File: src/rtl/ef_pwm32_shadow_ctrl.sv
// ef_pwm32_shadow_ctrl: double-buffered (shadow/active) cmpA/cmpB/load for the EF 32-bit PWM.
// Latency: an immediate commit updates the actives at the commit edge; an armed commit updates them at the
//          qualifying boundary edge. upd_done pulses in the following cycle.
// Backpressure: none. While a transfer is armed, shadow writes and commits are dropped and flagged in wr_err.
//
// Ports:
//   clk, rst_n              clock, asynchronous active-low reset
//   wdata, wr_cmpa/b/load   shadow register write data and per-register write strobes
//   commit, abort           request a shadow->active transfer / cancel an armed transfer
//   upd_mode, sync_cnt      transfer timing: 00 immediate, 01 zero, 10 load, 11 either;
//                           sync_cnt is the number of boundaries to skip. Both are sampled at commit.
//   evt_zero, evt_load      single-cycle boundary strobes from the PWM counter
//   err_clr                 clears the sticky wr_err flag
//   cmpa, cmpb, load        active values driving the PWM
//   pending                 a transfer is armed
//   upd_done                one-cycle pulse after the active values change
//   wr_err                  sticky flag: a write or commit arrived while armed
module ef_pwm32_shadow_ctrl #(
  parameter int unsigned    W        = 32,
  parameter logic [W-1:0]   RST_CMPA = '0,
  parameter logic [W-1:0]   RST_CMPB = '0,
  parameter logic [W-1:0]   RST_LOAD = W'(255)
) (
  input  logic         clk,
  input  logic         rst_n,
  input  logic [W-1:0] wdata,
  input  logic         wr_cmpa,
  input  logic         wr_cmpb,
  input  logic         wr_load,
  input  logic         commit,
  input  logic         abort,
  input  logic [1:0]   upd_mode,
  input  logic [3:0]   sync_cnt,
  input  logic         evt_zero,
  input  logic         evt_load,
  input  logic         err_clr,
  output logic [W-1:0] cmpa,
  output logic [W-1:0] cmpb,
  output logic [W-1:0] load,
  output logic         pending,
  output logic         upd_done,
  output logic         wr_err
);

  typedef enum logic {
    S_IDLE  = 1'b0,
    S_ARMED = 1'b1
  } state_t;

  state_t       state_q, state_d;
  logic [1:0]   mode_q, mode_d;
  logic [3:0]   skip_q, skip_d;

  logic [W-1:0] sh_cmpa_q, sh_cmpa_d;
  logic [W-1:0] sh_cmpb_q, sh_cmpb_d;
  logic [W-1:0] sh_load_q, sh_load_d;

  logic [W-1:0] act_cmpa_d, act_cmpb_d, act_load_d;

  logic         apply;
  logic         err_set;
  logic         wr_err_d;
  logic         boundary;

  // Write-bypassed shadow values. A write and an immediate commit in the same
  // cycle transfer the freshly written data, not the stale shadow.
  logic [W-1:0] byp_cmpa, byp_cmpb, byp_load;

  assign byp_cmpa = wr_cmpa ? wdata : sh_cmpa_q;
  assign byp_cmpb = wr_cmpb ? wdata : sh_cmpb_q;
  assign byp_load = wr_load ? wdata : sh_load_q;

  // mode_q bit 0 selects the zero boundary and bit 1 the load boundary.
  // If both strobes fire in the same cycle they count as a single boundary.
  assign boundary = (mode_q[0] & evt_zero) | (mode_q[1] & evt_load);

  // Next-state and datapath decode.
  always_comb begin
    state_d   = state_q;
    mode_d    = mode_q;
    skip_d    = skip_q;
    sh_cmpa_d = sh_cmpa_q;
    sh_cmpb_d = sh_cmpb_q;
    sh_load_d = sh_load_q;
    apply     = 1'b0;
    err_set   = 1'b0;

    case (state_q)
      S_IDLE: begin
        sh_cmpa_d = byp_cmpa;
        sh_cmpb_d = byp_cmpb;
        sh_load_d = byp_load;
        if (commit) begin
          if (upd_mode == 2'b00) begin
            apply = 1'b1;
          end else begin
            state_d = S_ARMED;
            mode_d  = upd_mode;
            skip_d  = sync_cnt;
          end
        end
      end

      S_ARMED: begin
        // Shadows are frozen while armed so that the pending transfer stays
        // coherent. Any attempt to write or commit is dropped and flagged.
        err_set = wr_cmpa | wr_cmpb | wr_load | commit;
        if (abort) begin
          // Abort takes priority over a boundary in the same cycle.
          state_d = S_IDLE;
        end else if (boundary) begin
          if (skip_q == 4'd0) begin
            apply   = 1'b1;
            state_d = S_IDLE;
          end else begin
            skip_d = skip_q - 4'd1;
          end
        end
      end

      default: begin
        state_d = S_IDLE;
      end
    endcase

    // All three active values load from one decision, so the PWM never sees
    // a partially updated set.
    act_cmpa_d = apply ? sh_cmpa_d : cmpa;
    act_cmpb_d = apply ? sh_cmpb_d : cmpb;
    act_load_d = apply ? sh_load_d : load;

    // A set condition wins over a clear in the same cycle.
    wr_err_d = err_set ? 1'b1 : (err_clr ? 1'b0 : wr_err);
  end

  always_ff @(posedge clk or negedge rst_n) begin
    if (!rst_n) begin
      state_q   <= S_IDLE;
      mode_q    <= 2'b00;
      skip_q    <= 4'd0;
      sh_cmpa_q <= RST_CMPA;
      sh_cmpb_q <= RST_CMPB;
      sh_load_q <= RST_LOAD;
      cmpa      <= RST_CMPA;
      cmpb      <= RST_CMPB;
      load      <= RST_LOAD;
      upd_done  <= 1'b0;
      wr_err    <= 1'b0;
    end else begin
      state_q   <= state_d;
      mode_q    <= mode_d;
      skip_q    <= skip_d;
      sh_cmpa_q <= sh_cmpa_d;
      sh_cmpb_q <= sh_cmpb_d;
      sh_load_q <= sh_load_d;
      cmpa      <= act_cmpa_d;
      cmpb      <= act_cmpb_d;
      load      <= act_load_d;
      upd_done  <= apply;
      wr_err    <= wr_err_d;
    end
  end

  // Cleared at the applying or aborting edge, so it falls in the same cycle
  // that upd_done rises.
  assign pending = (state_q == S_ARMED);

endmodule

File: config.mk
export PLATFORM = sky130hd
export DESIGN_NAME = ef_pwm32_shadow_ctrl
export DESIGN_NICKNAME = d
export VERILOG_FILES = /design/src/rtl/ef_pwm32_shadow_ctrl.sv
export SDC_FILE = /design/constraint.sdc
export NUM_CORES = 1
export LEC_CHECK = 0
export CAP_MARGIN = 20
export CORE_ASPECT_RATIO = 0.6
export CORE_MARGIN = 5
export CORE_UTILIZATION = 30
export DETAILED_ROUTE_END_ITERATION = 7
export GPL_TIMING_DRIVEN = 0
export PLACE_DENSITY_LB_ADDON = 0.3
export REMOVE_ABC_BUFFERS = 1
export SYNTH_ARGS = -nofsm -noshare
export SYNTH_HDL_FRONTEND = slang
export SYNTH_SLANG_ARGS = --single-unit
File: constraint.sdc
create_clock -name clk -period 3.92 [get_ports clk]
set_clock_uncertainty 0.1 [all_clocks]
set_input_delay 0.588 -clock clk [delete_from_list [all_inputs] [get_ports clk]]
set_output_delay 0.588 -clock clk [all_outputs]
set_load 0.005 [all_outputs]
==> results of run 1 <==
## per-layer routing
| layer | GRT usage | vias up | wire length [um] |
|---|---|---|---|
| li1 | - | 1913 | - |
| met2 | 0.1884 | 101 | 7603 |
| met1 | 0.1558 | 2188 | 7599 |
| met3 | 0.04452 | 24 | 1229 |
| met4 | 0.02060 | 0 | 233 |
| met5 | 0 | - | 0 |
## area by class of cell
type | count | area [sq um] | area share
Sequential cell | 201 | 5050 | 0.4918
Inverter | 3 | 11.26 | 0.001097
Multi-Input combinational cell | 226 | 2442 | 0.2378
Clock inverter | 3 | 20.02 | 0.001950
Tap cell | 329 | 411.6 | 0.04009
Clock buffer | 32 | 626.9 | 0.06105
Timing Repair Buffer | 156 | 1707 | 0.1662
## cell families (layout without fill, tap and decap cells)
| family | after synthesis | in the layout |
|---|---|---|
| simple gates | 15 | 15 |
| xor+xnor | 1 | 1 |
| buf+inv | 26 | 194 |
| flops | 201 | 201 |
| compound gates | 10 | 10 |
| fa+ha+maj | 1 | 1 |
| mux | 199 | 199 |
## worst reg2reg max path: cells and delay by family (launching register included)
kind / cells / cell delay (ns)
and+or+nand+nor: 1 / 0.43
adders and majority gates: 1 / 0.23
DFF: 1 / 0.39
muxes: 1 / 0.36
buffers and inverters: 4 / 0.71
AOI/OAI and AO/OA: 1 / 0.44
## through the flow
stage / cells / total power, mW / setup WS, ns / TNS [ns]
after detailed placement: 915 / 5.597 / 1.045 / 0
after global routing: 950 / 7.838 / 1.001 / 0
after CTS: 950 / 7.531 / 1.125 / 0
after global placement: 905 / 5.493 / -5.806 / -1313.55
final: 950 / 7.380 / 1.150 / 0
after floorplan: 430 / 4.104 / -0.1275 / -9.936
## layout by cell type, fill, tap and decap left out, types with 2 or more instances in the layout
| cell type | Yosys | final |
|---|---|---|
| nor2_1 | 5 | 5 |
| mux2i_1 | 3 | 3 |
| nand2b_1 | 4 | 2 |
| mux2_2 | 161 | 161 |
| dfrtp_1 | 185 | 185 |
| clkbuf_8 | 0 | 6 |
| mux2_1 | 35 | 35 |
| buf_12 | 0 | 3 |
| clkdlybuf4s50_1 | 0 | 145 |
| clkbuf_16 | 0 | 21 |
| dfstp_2 | 16 | 16 |
| clkbuf_1 | 5 | 5 |
| inv_1 | 3 | 3 |
| buf_16 | 0 | 6 |
| o21ai_0 | 2 | 2 |
| clkinvlp_4 | 0 | 2 |
| buf_8 | 0 | 2 |
| nand2b_2 | 0 | 2 |
## state kept, by name, summed over array words and instances (netlist names)
name	count
cmpb	32
mode_q	2
upd_done	1
load	32
pending	1
skip_q	4
cmpa	32
sh_cmpb_q	32
sh_load_q	32
sh_cmpa_q	32
wr_err	1
## path summary, 6_finish.rpt
path | startpoint | slack [ns] | to
max in group asynchronous | rst_n | 2.73 | sh_load_q[0]
worst min register to register | cmpa[20] | 0.38 | cmpa[20]
min in group clk | cmpa[20] | 0.38 | cmpa[20]
worst max register to register | skip_q[0] | 1.15 | cmpb[17]
worst min-delay path | rst_n | 0.04 | cmpb[28]
worst max-delay path | skip_q[0] | 1.15 | cmpb[17]
## power by group through the flow
stage	Clock, mW	Combinational, mW	Sequential [mW]
6_report	1.87	2.24	3.28
3_5_place_dp	0	2.28	3.32
4_1_cts	1.95	2.29	3.29
3_3_place_gp	0	2.21	3.28
5_1_grt	2.03	2.44	3.37
2_1_floorplan	0	0.852	3.25
==> run_results.csv, run 1 <==
group,metric,value,unit
power,irDropWorstVdd,0.0003396,V
logic_synthesis,synthTopCellsByCount,"185 x dfrtp_1, 161 x mux2_2, 35 x mux2_1",
logic_synthesis,synth.most_common_cell,"dfrtp_1",
status,outcome,"completed",
power,power.internal,5.497,mW
logic_synthesis,yosysTopAreaCell,"dfrtp_1",
layout,fillers,2256,
clocking,cts_setup_buffers,0,
layout,final_nets,657,
power,p_sw,1.883,mW
clocking,cts.sinks,201,
layout,syn_to_final_growth,34.89,%
logic_synthesis,synth_top_area_share,0.6082,
detailed_routing,drt-pass1-iter-count,4,
layout,design_area,0.01027,sq mm
timing,fmax,0.3610,GHz
timing,max_slew.worst_pin.slew,0.8422,ns
logic_synthesis,synth_area_leaders,"dfrtp_1 61%, mux2_2 24%, dfstp_2 5.5%",
timing,slew_violations,0,
clocking,numCtsBuffers,20,
critical_path,max_stage_delay,0.44,ns
critical_path,crit_buf_inv,4,
logic_synthesis,ys_async_sr_fraction,1.000,
layout,utilization,0.4089,
layout,drive_above_1_share,0.3591,
die,die_width,215.6,um
detailed_routing,ant_nets,0,
timing,maxSlewHeadroom,0.4386,
min_path,holdCritPathClass,"primary input to asynchronous set/reset pin",
clocking,clk_latency,0.49,ns
logic_synthesis,synth-simple-area-share,0.01101,
critical_path,cp_max_fo,19,
timing,rsz0062_at_grt,"false",
detailed_routing,dr_total_vias,4226,
die,num_io_pins,147,
clocking,clk_path_buf_depth,3,
global_route,antenna_found_initial,0,
clocking,cts-hold-fix-buffers,0,
clocking,cts_resized,0,
die,core-area,0.02511,sq mm
power,clockPowerShare,0.253,
clocking,cts_tree,"done",
global_route,grt_overflow_total,0,
global_route,grt_pass1_vias,4905,
critical_path,cp-end-kind,"register",
logic_synthesis,ys_seq_area_frac,0.6634,
logic_synthesis,synth_compound_area_frac,0.01151,
logic_synthesis,synthAdderAreaFrac,0.001644,
run,maxCapViolations,0,
clocking,clk_pin_slew,0.06,ns
critical_path,arrival,3.04,ns
critical_path,crit_chain,"inv_1 -> ha_1 -> or3b_1 -> o32ai_4 -> buf_16 -> buf_16 -> buf_8 -> mux2_2",
power,p_seq_frac,0.444,
die,die_h,133.4,um
critical_path,crit_slowest_cell,"o32ai_4",
logic_synthesis,synth_area,0.007612,sq mm
detailed_routing,vias_per_cell,4.448,
layout,antennaDiodeCount,0,
placement,placed_cell_area,0.009622,sq mm
global_route,grt_pass1_wl,27.52,mm
logic_synthesis,synth_top_family_by_area,"multiplexers",
critical_path,critical_path_class,"register to register",
power,combinationalPowerShare,0.303,
power,p_leak,4.201,nW
critical_path,cp_num_cells,8,
logic_synthesis,synth_edf_count,0,
logic_synthesis,avgSynthCellArea,16.80,sq um
logic_synthesis,synth-main-ff-cell,"dfrtp_1",
logic_synthesis,synthMuxAreaShare,0.2939,
logic_synthesis,ys_types,30,
timing,min_period_over_period,0.7067,
die,die_area,0.02876,sq mm
power,power.density,718.7,mW/mm^2
die,rows,45,
detailed_routing,drtIter0Drc,125,
placement,portBuffers,146,
detailed_routing,wl_per_cell,17.54,um
clocking,cts_root_buffer,"clkbuf_16",
detailed_routing,drc_errors,0,
global_route,grtUsageTotal,0.1177,
global_route,grt_max_degree,111,
logic_synthesis,ys_ff_latch,201,
critical_path,cp_common_cell,"buf_16",
placement,place_congestion,0.7223,
timing,setup_viol,0,
critical_path,r2r_cells,8,
die,start_util,0.3031,
timing,period_needed,2.770,ns
critical_path,start_kind,"register",
timing,hold_violations,0,
critical_path,required,4.19,ns
clocking,cts_max_level,1,
detailed_routing,finalWirelength,16.67,mm
logic_synthesis,synth-xor-area-share,0.001151,
placement,place_hpwl,11.25,mm
logic_synthesis,synthesis.yosys.warnings,0,
timing,fin_hold_ws,0.04152,ns
critical_path,cp_top_family,"buffers and inverters",
logic_synthesis,synth_cells,453,
power,p_sw_frac,0.2552,
Power figures use the tool's default switching activity.
==> run 2, diff against run 1 <==
Clock period 3.92 ns to 2.67 ns, I/O delays scaled along.
==> run 2 against run 1 <==
Net effect:
- largest cell class unchanged
- non-clock buffer count rose by 8
- total power rose by 47%
- flip-flop and latch count is the same
- clock power rose by 47%
- global-route usage about the same
- worst hold slack improved by 0.34 ns
- highest routed layer unchanged
- core utilization increased by 0.31 points
==> run_results.csv, run 2 (synthesized netlist as in run 1, its figures left out) <==
group,metric,value,unit
die,start_util,0.3031,
critical_path,cp-end-kind,"register",
die,die_h,133.4,um
timing,maxSlewHeadroom,0.4530,
critical_path,r2r_slack,0.09,ns
die,core-area,0.02511,sq mm
critical_path,arrival,2.85,ns
critical_path,critical_path_class,"register to register",
critical_path,start_kind,"register",
clocking,cts_tree,"done",
detailed_routing,wl_per_cell,17.48,um
min_path,whs_endpoint,"sh_load_q[30]",
global_route,grt_overflow_total,0,
placement,portBuffers,146,
clocking,clk_path_buf_depth,3,
critical_path,r2r_cells,8,
clocking,clk_pin_slew,0.06,ns
global_route,grt_pass1_vias,4912,
detailed_routing,drt-pass1-iter-count,4,
die,die_area,0.02876,sq mm
status,outcome,"completed",
die,die_width,215.6,um
timing,hold_violations,0,
timing,fin_hold_ws,0.3848,ns
detailed_routing,finalWirelength,16.75,mm
die,num_io_pins,147,
layout,antennaDiodeCount,0,
timing,setup_viol,0,
layout,final_nets,665,
global_route,grt_max_degree,111,
layout,final_cell_count_no_fill,958,
layout,final_cell_mix,"185 x dfrtp_1, 161 x mux2_2, 145 x clkdlybuf4s50_1",
clocking,clk_latency,0.49,ns
critical_path,cp_max_fo,19,
global_route,antenna_found_initial,0,
global_route,grtUsageTotal,0.1178,
clocking,cts_root_buffer,"clkbuf_16",
critical_path,reg2reg_from,"skip_q[0]",
layout,syn_to_final_growth,35.91,%
layout,drive_above_1_share,0.3688,
placement,place_hpwl,11.25,mm
detailed_routing,ant_nets,0,
placement,place_congestion,0.7223,
layout,final_common_cell,"dfrtp_1",
timing,slew_violations,0,
clocking,cts.sinks,201,
timing,tns,0,ns
detailed_routing,vias_per_cell,4.450,
detailed_routing,drtIter0Drc,122,
timing,period_needed,2.583,ns
timing,min_period_over_period,0.9674,
detailed_routing,drc_errors,0,
timing,fmax,0.3872,GHz
clocking,cts_max_level,1,
clocking,numCtsBuffers,20,
detailed_routing,dr_total_vias,4263,
power,irDropWorstVdd,0.0004991,V
power,p_leak,4.246,nW
placement,numPlacedInstances,915,
power,finalPower,10.86,mW
global_route,grt_pass1_wl,27.56,mm
critical_path,required,2.94,ns
power,power.density,1050,mW/mm^2
min_path,holdCritPathClass,"register to register",
critical_path,r2r_end,"cmpb[17]",
run,maxCapViolations,0,
timing,max_slew.worst_pin.slew,0.8206,ns
die,rows,45,
min_path,hp-start,"sh_load_q[30]",
min_path,hold_path_depth,1,
-- run 2: final cells by class --
class	instances	area [sq um]
Inverter	3	11.26
Timing Repair Buffer	164	1779
Clock inverter	3	20.02
Tap cell	329	411.6
Clock buffer	32	626.9
Fill cell	2256	14770
Multi-Input combinational cell	226	2447
Sequential cell	201	5050
-- run 2: how the worst max path moves through the flow --
stage	from	slack (ns)	to
2_1_floorplan	skip_q[0]	-1.38	cmpa[0]
3_3_place_gp	rst_n	-6.87	cmpb[0]
3_5_place_dp	skip_q[0]	-0.1	cmpb[17]
4_1_cts	skip_q[0]	0.02	cmpb[17]
5_1_grt	skip_q[0]	-0.01	cmpb[17]
6_report	skip_q[0]	0.09	cmpb[17]
-- run 2: what timing repair did --
item / 4_1_cts / 5_1_grt
gates resized for setup: 2 / 3
endpoints found under the hold margin: 101 / 0
endpoints found under the setup margin: 52 / 52
cloned: 0 / 0
pin swaps: 1 / 1
hold buffers: 1 / 0
buffers inserted: 1 / 6
-- run 2: critical path, cell delays in order, from the launching register on --
cell and delay, ns:
dfrtp_1 0.40, inv_1 0.11, ha_2 0.22, or3b_4 0.41, o32ai_4 0.31, clkbuf_16 0.23, buf_16 0.17, buf_16 0.18
mux2_2 0.35
-- run 2: metrics by stage --
stage               area [sq um]  setup slack (ns)  utilization
floorplan                   7491            -1.377            -
global placement            9364            -6.869       0.3729
detailed placement          9622          -0.09656       0.3832
CTS                        10290           0.02004       0.4099
global route               10350         -0.009744       0.4120
finish                     10350           0.08715       0.4120
-- run 2: report_power, final --
part           internal, mW  switching (mW)
clock network          1.61            1.13
registers              4.24           0.570
logic                  2.24            1.07
total                  8.09            2.77
-- run 2: layer usage --
layer,up-vias,GRT usage,wire (um)
li1,1930,-,-
met1,2210,0.1558,7626
met2,99,0.1888,7672
met3,24,0.04452,1217
met4,0,0.02060,233
met5,-,0,0
